**config.mk**
```make
export PLATFORM = sky130hd
export DESIGN_NAME = ex_mem_stage
export DESIGN_NICKNAME = d
export VERILOG_FILES = /design/src/rtl/pipe_pkg.sv /design/src/rtl/ex_mem_stage_sat_counter.sv /design/src/rtl/ex_mem_stage.sv
export SDC_FILE = /design/constraint.sdc
export NUM_CORES = 1
export LEC_CHECK = 0
export ABC_AREA = 1
export BUFFER_PORTS_ARGS = -buffer_cell sky130_fd_sc_hd__buf_2
export CAP_MARGIN = 20
export CORE_AREA = 2 2 148 150
export CTS_BUF_LIST = sky130_fd_sc_hd__clkbuf_16
export DETAILED_ROUTE_END_ITERATION = 7
export DIE_AREA = 0 0 150 152
export GPL_ROUTABILITY_DRIVEN = 0
export PLACE_DENSITY = 0.72
export SYNTH_ARGS = -nofsm -noshare
export SYNTH_HDL_FRONTEND = slang
export SYNTH_HIERARCHICAL = 1
export SYNTH_SLANG_ARGS = --single-unit
```
**constraint.sdc**
```tcl
create_clock -name clk -period 8.05 [get_ports clk]
set_input_delay 1.61 -clock clk [delete_from_list [all_inputs] [get_ports clk]]
set_output_delay 1.61 -clock clk [all_outputs]
set_load 0.01 [all_outputs]
```
**src/rtl/pipe_pkg.sv**
```systemverilog
// pipe_pkg: shared pipeline stall indices, widths and stage-operation encoding.
package pipe_pkg;
  localparam int STG_PC = 0;
  localparam int STG_IF = 1;
  localparam int STG_ID = 2;
  localparam int STG_EX = 3;
  localparam int STG_MEM = 4;
  localparam int STG_WB = 5;
  localparam int CTRL_WIDTH = 6;
  localparam int REG_ADDR_WIDTH = 5;
  localparam int REG_DATA_WIDTH = 32;
  localparam int DOUBLE_DATA_WIDTH = 2 * REG_DATA_WIDTH;
  typedef enum logic [1:0] {OP_HOLD, OP_ADV, OP_BUBBLE, OP_FLUSH} stage_op_e;
endpackage

```
**src/rtl/ex_mem_stage_sat_counter.sv**
```systemverilog
// sat_counter: saturating up-counter with synchronous clear taking priority over increment.
module sat_counter #(
  parameter int W = 16
) (
  input  logic         clk,
  input  logic         rst,
  input  logic         inc,
  input  logic         clr,
  output logic [W-1:0] cnt
);
  logic [W-1:0] cnt_q, cnt_d;
  always_comb cnt_d = clr ? '0 : (inc && cnt_q != '1) ? cnt_q + 1'b1 : cnt_q;
  always_ff @(posedge clk or posedge rst)
    if (rst) cnt_q <= '0;
    else cnt_q <= cnt_d;
  assign cnt = cnt_q;
endmodule

```
**src/rtl/ex_mem_stage.sv**
```systemverilog
// ex_mem_stage: EX->MEM boundary register with flush/bubble/hold control, multi-cycle
// scratch feedback and saturating stall/bubble counters.
module ex_mem_stage
  import pipe_pkg::*;
#(
  parameter int STAGE = STG_EX,
  parameter int CTRL_WIDTH = pipe_pkg::CTRL_WIDTH,
  parameter int LANES = 1,
  parameter int ADDR_W = REG_ADDR_WIDTH,
  parameter int DATA_W = REG_DATA_WIDTH,
  parameter int TMP_W = DOUBLE_DATA_WIDTH,
  parameter int CNT_W = 2,
  parameter int ZERO_SUPPRESS = 1,
  parameter int PERF_W = 16
) (
  input  logic                      clk,
  input  logic                      rst,
  input  logic [CTRL_WIDTH-1:0]     stall,
  input  logic                      flush,
  input  logic                      perf_clr,
  input  logic                      valid_in,
  input  logic [LANES*ADDR_W-1:0]   wb_addr_in,
  input  logic [LANES*DATA_W-1:0]   wb_data_in,
  input  logic [LANES-1:0]          wb_en_in,
  input  logic [DATA_W-1:0]         hi_in,
  input  logic [DATA_W-1:0]         lo_in,
  input  logic                      hilo_wen_in,
  input  logic [TMP_W-1:0]          tmp_in,
  input  logic [CNT_W-1:0]          cnt_in,
  output logic                      valid_out,
  output logic [LANES*ADDR_W-1:0]   wb_addr_out,
  output logic [LANES*DATA_W-1:0]   wb_data_out,
  output logic [LANES-1:0]          wb_en_out,
  output logic [DATA_W-1:0]         hi_out,
  output logic [DATA_W-1:0]         lo_out,
  output logic                      hilo_wen_out,
  output logic [TMP_W-1:0]          tmp_out,
  output logic [CNT_W-1:0]          cnt_out,
  output logic [PERF_W-1:0]         stall_cycles,
  output logic [PERF_W-1:0]         bubble_cycles
);
  if (STAGE + 1 >= CTRL_WIDTH) begin : g_bad_stage
    $error("ex_mem_stage: STAGE+1 must be below CTRL_WIDTH");
  end
  stage_op_e op;
  logic adv, hold, keep_scratch;
  logic [LANES-1:0] en_adv;
  logic valid_q, valid_d, hilo_wen_q, hilo_wen_d;
  logic [LANES*ADDR_W-1:0] addr_q, addr_d;
  logic [LANES*DATA_W-1:0] data_q, data_d;
  logic [LANES-1:0] en_q, en_d;
  logic [DATA_W-1:0] hi_q, hi_d, lo_q, lo_d;
  logic [TMP_W-1:0] tmp_q, tmp_d;
  logic [CNT_W-1:0] cnt_q, cnt_d;
  assign op = flush ? OP_FLUSH : !stall[STAGE] ? OP_ADV : !stall[STAGE+1] ? OP_BUBBLE : OP_HOLD;
  assign adv = op == OP_ADV;
  assign hold = op == OP_HOLD;
  assign keep_scratch = op == OP_BUBBLE || op == OP_HOLD;
  for (genvar i = 0; i < LANES; i++) begin : g_lane
    assign en_adv[i] = wb_en_in[i] & valid_in &
                       ~((ZERO_SUPPRESS != 0) && (wb_addr_in[i*ADDR_W +: ADDR_W] == '0));
  end
  always_comb begin
    valid_d = adv ? valid_in : hold ? valid_q : 1'b0;
    addr_d = adv ? wb_addr_in : hold ? addr_q : '0;
    data_d = adv ? wb_data_in : hold ? data_q : '0;
    en_d = adv ? en_adv : hold ? en_q : '0;
    hi_d = adv ? hi_in : hold ? hi_q : '0;
    lo_d = adv ? lo_in : hold ? lo_q : '0;
    hilo_wen_d = adv ? hilo_wen_in & valid_in : hold ? hilo_wen_q : 1'b0;
    tmp_d = keep_scratch ? tmp_in : '0;
    cnt_d = keep_scratch ? cnt_in : '0;
  end
  always_ff @(posedge clk or posedge rst)
    if (rst) begin
      valid_q <= 1'b0;
      addr_q <= '0;
      data_q <= '0;
      en_q <= '0;
      hi_q <= '0;
      lo_q <= '0;
      hilo_wen_q <= 1'b0;
      tmp_q <= '0;
      cnt_q <= '0;
    end else begin
      valid_q <= valid_d;
      addr_q <= addr_d;
      data_q <= data_d;
      en_q <= en_d;
      hi_q <= hi_d;
      lo_q <= lo_d;
      hilo_wen_q <= hilo_wen_d;
      tmp_q <= tmp_d;
      cnt_q <= cnt_d;
    end
  assign valid_out = valid_q;
  assign wb_addr_out = addr_q;
  assign wb_data_out = data_q;
  assign wb_en_out = en_q;
  assign hi_out = hi_q;
  assign lo_out = lo_q;
  assign hilo_wen_out = hilo_wen_q;
  assign tmp_out = tmp_q;
  assign cnt_out = cnt_q;
  sat_counter #(.W(PERF_W)) u_stall_cnt (
    .clk(clk), .rst(rst), .inc(!flush && stall[STAGE]), .clr(perf_clr), .cnt(stall_cycles)
  );
  sat_counter #(.W(PERF_W)) u_bubble_cnt (
    .clk(clk), .rst(rst), .inc(op == OP_BUBBLE), .clr(perf_clr), .cnt(bubble_cycles)
  );
endmodule

```
# == Yosys cells after proc, flatten, opt, wreduce, memory -nomap -nowiden ==
# Cells that the tools add are included.
# classes
add_sub_neg,2
eq_ne,5
muxes,19
bitwise_logic,4
n_reduce_logical,9
# ops
operator,n
two-way mux 32 bit,4
two-way mux 16 bit,4
two-way mux 64 bit,1
"adder 16 x 1 -> 16 bit, second input constant",2
"!= test 16 bit, second input constant",2
two-way mux 5 bit,2
two-way mux 2 bit,4
zero test 5 bit,1
two-way mux 1 bit,4
nonzero test 2 bit,2
AND 1 bit,3
logical AND 1 bit,3
"== test 2 x 1 -> 1 bit, second input constant",1
"== test 2 bit, second input constant",1
zero test 2 bit,1
"!= test 2 bit, second input constant",1
zero test 1 bit,1
logical OR 1 bit,1
NOT 1 bit,1
# word_totals
reg_bits,202
in_bits,180
out_inout_bits,202
word_cells,50

# == Logic depth before layout (Yosys ltp) ==
# Gate-level depths: netlist of the first run.
# logic_depth
word_depth,7
mapped_depth,12
depth_no_buf,10

# == Cells and area by module ==
# The synthesis of the first run kept the hierarchy.
# modules_own_cells
module,instances,cells_per_inst,area_each_um2,seq_area_each_um2
ex_mem_stage,1,656,6129.6,4254.1
sat_counter at u_stall_cnt,1,155,1059.8,400.4
sat_counter at u_bubble_cnt,1,154,1056.0,400.4

# == Least setup slack after synthesis of the first run ==
# No wires, ideal clock.
# synth_timing
path_type,input -> register
startpoint,input flush
endpoint,register u_stall_cnt.cnt_q[12] (netlist: u_stall_cnt/cnt[12])
setup_ns,0.066
arrival_time_ns,2.781
required_ns,7.984
setup_slack_ns,5.204
stages,10
n_path_buf,3
cell_sequence,inv_1 -> nand2_2 -> buf_2 -> buf_2 -> inv_1 -> inv_1 -> nor2_2 -> buf_2 -> nand4_1 -> nand2_1
# synth_between
elab_chain_cells,4
# synth_lines
element,line,source
from (decl),ex_mem_stage.sv:19,"input logic flush,"
zero test 1 bit,ex_mem_stage.sv:106,".clk(clk), .rst(rst), .inc(!flush && stall[STAGE]), .clr(perf_clr), .cnt(stall_cycles)"
logical AND 1 bit,ex_mem_stage.sv:106,
logical AND 1 bit,ex_mem_stage_sat_counter.sv:12,always_comb cnt_d = clr ? '0 : (inc && cnt_q != '1) ? cnt_q + 1'b1 : cnt_q;
nonzero test 2 bit (no line),n/a,
to (signal assigned),ex_mem_stage_sat_counter.sv:15,else cnt_q <= cnt_d;
to (decl),ex_mem_stage_sat_counter.sv:11,"logic [W-1:0] cnt_q, cnt_d;"
# Every way passes these cells.
# A chain may end at the register's enable or synchronous reset.

# == Worst setup path in the final report of the first run ==
# layout_timing
startpoint,input flush
endpoint,register u_bubble_cnt.cnt_q[6] (netlist: u_bubble_cnt/cnt[6])
# layout_between
elab_chain_cells,4
# layout_lines
element,line,source
two-way mux 2 bit,ex_mem_stage.sv:55,assign op = flush ? OP_FLUSH : !stall[STAGE] ? OP_ADV : !stall[STAGE+1] ? OP_BUBBLE : OP_HOLD;
== test 2 bit,ex_mem_stage.sv:109,".clk(clk), .rst(rst), .inc(op == OP_BUBBLE), .clr(perf_clr), .cnt(bubble_cycles)"
logical AND 1 bit,ex_mem_stage_sat_counter.sv:12,
nonzero test 2 bit (no line),n/a,
to (signal assigned),ex_mem_stage_sat_counter.sv:15,
to (decl),ex_mem_stage_sat_counter.sv:11,
# Every way passes these cells.

==> results_dict.tcl, run 1 <==
set metrics [dict create \
    power.switching_mw 0.552 \
    area_delta_synth_final_pct 35.4 \
    irDropWorstVdd_uv 229 \
    vias 7363 \
    clock_skew_ns 0.00804 \
    p_comb_frac 0.084 \
    period_needed_ns 3.35 \
    cellLeakagePower_nw 6.93 \
    path_clk_slew_ns 0.06 \
    synth_area_leaders "dfrtp_1, nand2_1, inv_1" \
    via_per_inst 4.50 \
    drc 0 \
    h-tree-depth 1 \
    critPathRequiredTime_ns 8.44 \
    layout_commonest_cell "nand2_1" \
    worstMarginPinSlew_ns 0.932 \
    avgSynthCellArea_um2 8.54 \
    wl_um 23500 \
    grt_overflow 0 \
    crit_type "in -> reg" \
    synth_top_cell_area_share 0.613 \
    drive_above_1_share 0.321 \
    cts_sinks 202 \
    start_util 0.386 \
    swShare 0.234 \
    antenna_found_initial 2 \
    wl_per_cell_um 14.4 \
    cts_hold_buffers 0 \
    slew_headroom 0.379 \
    final_cell_mix "nand2_1, buf_2, dfrtp_1, inv_1, nor2_1" \
    synth_nets 1147 \
    setup_viol 0 \
    nets 1519 \
    first_iter_violations 441 \
    seqPwrFrac 0.453 \
    cts_buffer_depth 3 \
    tritoncts "yes" \
    fillerInstances 2000 \
    io_buffers 377 \
    place_area_mm2 0.0103 \
    ioPinCount 382 \
    dieArea_mm2 0.0228 \
    maxCapViolCount 0 \
    hold_viol 0 \
    yosysSeqAreaShare 0.613 \
    internal-power_mw 1.81 \
    hpwl_um 16600 \
    core_mm2 0.0214 \
    cts_buffers 23 \
    grt_pass1_wl_um 36800 \
    synthCells 965 \
    grt_pass1_vias 7184 \
    drtAntennaViolNets 0 \
    firstDrtPassIters 4 \
    status "completed" \
    hold_path.class "reg -> reg" \
    cts_root_buffer "clkbuf_16" \
    cts_setup_buffers 0 \
    syn-cell-area_mm2 0.00825 \
    synth-seq-cells 202 \
    yosysTopAreaCell "dfrtp_1" \
    final_area_mm2 0.0112 \
    critPathLaunchType "input port" \
    yosys_warnings 6 \
    grtUsageTotal 0.201 \
    critPathArrivalTime_ns 3.74 \
    clkLatencyLatePin_ns 0.51 \
    cp-end-kind "flop" \
    synth.distinct_cells 23 \
    rows 54 \
    cp_max_fo 43 \
    die_y_um 152 \
    rsz0062_at_grt "false" \
    p_per_area_mw_per_mm2 211 \
    fmax_mhz 298 \
    grt_start_max_net_pins 105 \
    post-route-period-util 0.416 \
    setup-tns-final_ns 0 \
    post_cts_resized 0 \
    clock_power_share 0.462 \
    drv_slew 0 \
    die_w_um 150 \
]
## power by group through the flow
stage          logic, mW  registers, mW  clock network (mW)
2_1_floorplan     0.0739           1.11                   0
3_3_place_gp       0.200           1.09                   0
3_5_place_dp       0.202           1.09                   0
4_1_cts            0.203           1.07                1.12
5_1_grt            0.224           1.07                1.17
6_report           0.199           1.07                1.09
## worst max-delay path, stage by stage
cell and delay, ns:
buf_2 0.12, inv_1 0.06, nand2_2 0.28, buf_4 0.40, nor2_1 0.22, inv_1 0.11
nor2_2 0.56, nor2_4 0.18, nand2_1 0.10, nand2_1 0.06
## state kept, by name, indices dropped and copies added (netlist names)
signal,count
wb_en_out,1
tmp_out,64
u_bubble_cnt/cnt,16
wb_data_out,32
cnt_out,2
lo_out,32
wb_addr_out,5
hilo_wen_out,1
valid_out,1
hi_out,32
u_stall_cnt/cnt,16
## logic make-up after synthesis
kind of cell    after synthesis  share of synthesized area
compound gates                2                    0.00121
xor+xnor                      8                    0.00850
fa+ha+maj                     2                    0.00303
buf+inv                     143                     0.0722
flops                       202                      0.613
simple gates                608                      0.302
## cell type report
type,instances,area [µm²],area share
sequential,202,5050,0.453
multi-input combinational,620,2610,0.234
timing repair buffer,382,1940,0.174
clock buffer,23,576,0.0516
inverter,108,410,0.0368
tap,280,350,0.0314
clock inverter,19,215,0.0193
antenna,2,5.00,0.000448
## synthesized netlist by cell type, drive strengths merged
master,n
nand4,24
ha,2
a21oi,2
inv,108
nand3,28
clkbuf,6
xor2,4
nand2,435
xnor2,4
nor3,2
nor2,114
dfrtp,202
nand3b,5
buf,29
## per-layer routing
metal  routed length [µm]  track usage
met3                 2070       0.0511
met2                11300        0.344
met5                    0            0
met4                  819       0.0782
met1                 9330        0.243
## path summary, 6_finish.rpt
check / start / endpoint / slack [ns] / cells past startpoint
setup / recovery: flush / u_bubble_cnt/cnt[6] / 4.70 / 10
hold / removal: wb_data_out[19] / wb_data_out[19] / 0.46 / 2
setup reg to reg: u_stall_cnt/cnt[0] / u_stall_cnt/cnt[10] / 6.09 / 9
hold reg to reg: wb_data_out[19] / wb_data_out[19] / 0.46 / 2
max in group asynchronous: rst / wb_data_out[19] / 5.23 / 3
min in group asynchronous: rst / u_bubble_cnt/cnt[12] / 1.25 / 2
## per-stage QoR
step	hold WS (ns)	total power [mW]	setup slack [ns]	utilization	std cells
global route	0.479	2.46	4.46	0.523	1636
finish	0.462	2.36	4.70	0.523	1636
CTS	0.467	2.39	4.69	0.521	1633
global placement	0.449	1.29	4.15	0.484	1591
floorplan	0.507	1.18	1.84	-	965
detailed placement	0.453	1.29	4.15	0.484	1591
Power figures use the tool's default switching activity.
==> run 2: changes to the inputs <==
- ABC_AREA: 1 -> 0
- CORE_AREA: 2 2 148 150 -> 2 2 149 151
- DIE_AREA: 0 0 150 152 -> 0 0 151 153
- PLACE_DENSITY: 0.72 -> 0.68
- clock period: 8.05 -> 3.22 ns (I/O delays scaled with it)
==> run 2 against run 1 <==
Compared with the run above:
- register-to-register slack lost 5.1 ns
- count of clock-buffer cells in the layout is the same
- critical path depth shrank 5
- setup slack lost 3.7 ns
- sequential power grew to 2.5 times the previous value
- core utilization shrank 2.8 points
- first-iteration DRC count shrank 57%
- routed wire length shrank 7.3%
- via count shrank 16%
- final cell count shrank 23%
- flip-flop and latch count is the same
- design area shrank 4.7%
- critical path type is now reg -> reg
- critical endpoint is now u_bubble_cnt/cnt[0]
- largest power group is now sequential cells
==> results_dict.tcl, run 2 <==
set metrics [dict create \
    holdWs_ns 0.0463 \
    grt_start_max_net_pins 69 \
    cp_max_fo 7 \
    period_needed_ns 2.27 \
    dieArea_mm2 0.0231 \
    start_util 0.359 \
    wl_um 21800 \
    first_iter_violations 190 \
    via_per_inst 4.91 \
    yosysSeqAreaShare 0.656 \
    avgSynthCellArea_um2 13.4 \
    layout_commonest_cell "buf_2" \
    vias 6158 \
    rsz0062_at_grt "false" \
    tritoncts "yes" \
    cts_buffers 23 \
    async_reset_ff_frac 1.00 \
    cp-end-kind "flop" \
    yosysTopAreaCell "dfrtp_1" \
    fin_total_pwr_mw 5.79 \
    cpPeakStageDelay_ns 0.60 \
    die_y_um 153 \
    post_cts_resized 0 \
    critPathArrivalTime_ns 2.65 \
    yosys_warnings 6 \
    synth.distinct_cells 47 \
    die_w_um 151 \
    largest_register_ff_count 64 \
    p_per_area_mw_per_mm2 544 \
    wl_per_cell_um 17.4 \
    rows 54 \
    fmax_mhz 441 \
    cts_root_buffer "clkbuf_16" \
    slew_headroom 0.537 \
    clkLatencyLatePin_ns 0.50 \
    drtAntennaViolNets 0 \
    clock_skew_ns 0.00846 \
    crit_family "simple AND/OR/NAND/NOR gates" \
    drive_above_1_share 0.456 \
    grt_pass1_vias 6231 \
    cp_cell_sequence "ha_1 -> nand4_2 -> nor4_1 -> nor2b_1 -> mux2_2" \
    nets 1138 \
    synth_edf_count 0 \
    critPathLaunchType "flop" \
    maxCapViolCount 0 \
    firstDrtPassIters 4 \
    place_area_mm2 0.00988 \
    hold_viol 0 \
    antenna_found_initial 2 \
    synth_nets 757 \
    area_delta_synth_final_pct 38.0 \
    syn-cell-area_mm2 0.00771 \
    cts_setup_buffers 0 \
    synth_ff_type "dfrtp_1" \
    hold_path.class "in -> async" \
    ioPinCount 382 \
    crit_slowest_cell "nor4_1" \
    worstMarginPinSlew_ns 0.694 \
    critPathRequiredTime_ns 3.61 \
    h-tree-depth 1 \
    final_area_mm2 0.0106 \
    path_clk_slew_ns 0.06 \
    drv_slew 0 \
    cts_hold_buffers 0 \
    io_buffers 377 \
    synthCells 575 \
    synth-seq-cells 202 \
    grtUsageTotal 0.184 \
    cts_buffer_depth 3 \
    final_cell_mix "buf_2, dfrtp_1, a22o_1, and2_1, clkbuf_16" \
    grt_pass1_wl_um 33700 \
    setup_viol 0 \
    cts_sinks 202 \
    critical_path_buf_inv_count 0 \
    synth_top_cell_area_share 0.656 \
    irDropWorstVdd_uv 464 \
    ys_top_cells_by_count "dfrtp_1, a22o_1, and2_1, a21oi_1, nor2_1" \
    status "completed" \
    crit_type "reg -> reg" \
    drc 0 \
    setup-tns-final_ns 0 \
    post-route-period-util 0.703 \
    grt_overflow 0 \
    core_mm2 0.0215 \
    synth_area_leaders "dfrtp_1, a22o_1, and2_1" \
    hpwl_um 16000 \
    yosysMostFrequentCell "dfrtp_1" \
    cellLeakagePower_nw 5.83 \
]
-- run 2: metal layers --
metal  share of wire  vias up  wire length, µm  global-route usage
met3           0.092       36             2000              0.0534
met5               0        -                0                   0
met4           0.025        0              547              0.0521
li1                -     2868                -                   -
met2            0.50      281            10900               0.320
met1            0.38     2973             8350               0.220
-- run 2: cells by family (layout without fill, tap and decap cells) --
family | count (synthesis) | after routing | share of synthesized area
AO/OA/AOI/OAI | 143 | 143 | 0.152
adder cells (fa/ha/maj) | 2 | 2 | 0.00324
buffers and inverters | 45 | 442 | 0.0350
flip-flops | 202 | 202 | 0.656
multiplexers | 8 | 8 | 0.0112
other | 0 | 2 | 0
AND/OR/NAND/NOR | 175 | 175 | 0.143
-- run 2: area by class of cell --
cell class	count	area (µm²)
timing repair buffer	392	2040
clock buffer	23	576
tap	280	350
antenna	2	5.00
fill	1952	10800
inverter	9	37.5
sequential	202	5050
multi-input combinational	328	2400
clock inverter	18	186
-- run 2: worst paths after layout --
path | startpoint | to | slack, ns | depth (start not counted)
setup / recovery | u_bubble_cnt/cnt[0] | u_bubble_cnt/cnt[0] | 0.95 | 5
max in group asynchronous | rst | lo_out[3] | 2.33 | 3
min in group clk | cnt_in[1] | cnt_out[1] | 0.34 | 2
hold reg to reg | hilo_wen_out | hilo_wen_out | 0.49 | 1
setup reg to reg | u_bubble_cnt/cnt[0] | u_bubble_cnt/cnt[0] | 0.95 | 5
hold / removal | rst | tmp_out[10] | 0.05 | 2
-- run 2: power breakdown --
| group | switching, mW | internal [mW] |
|---|---|---|
| clock | 1.01 | 1.62 |
| sequential | 0.0423 | 2.63 |
| combinational | 0.262 | 0.221 |
-- run 2: metrics by stage --
stage | util | setup WS [ns] | std cells
after floorplan | - | 0.407 | 575
after global placement | 0.460 | 0.578 | 1211
after detailed placement | 0.460 | 0.530 | 1211
after CTS | 0.495 | 0.994 | 1252
after global routing | 0.495 | 0.840 | 1253
final | 0.495 | 0.955 | 1254
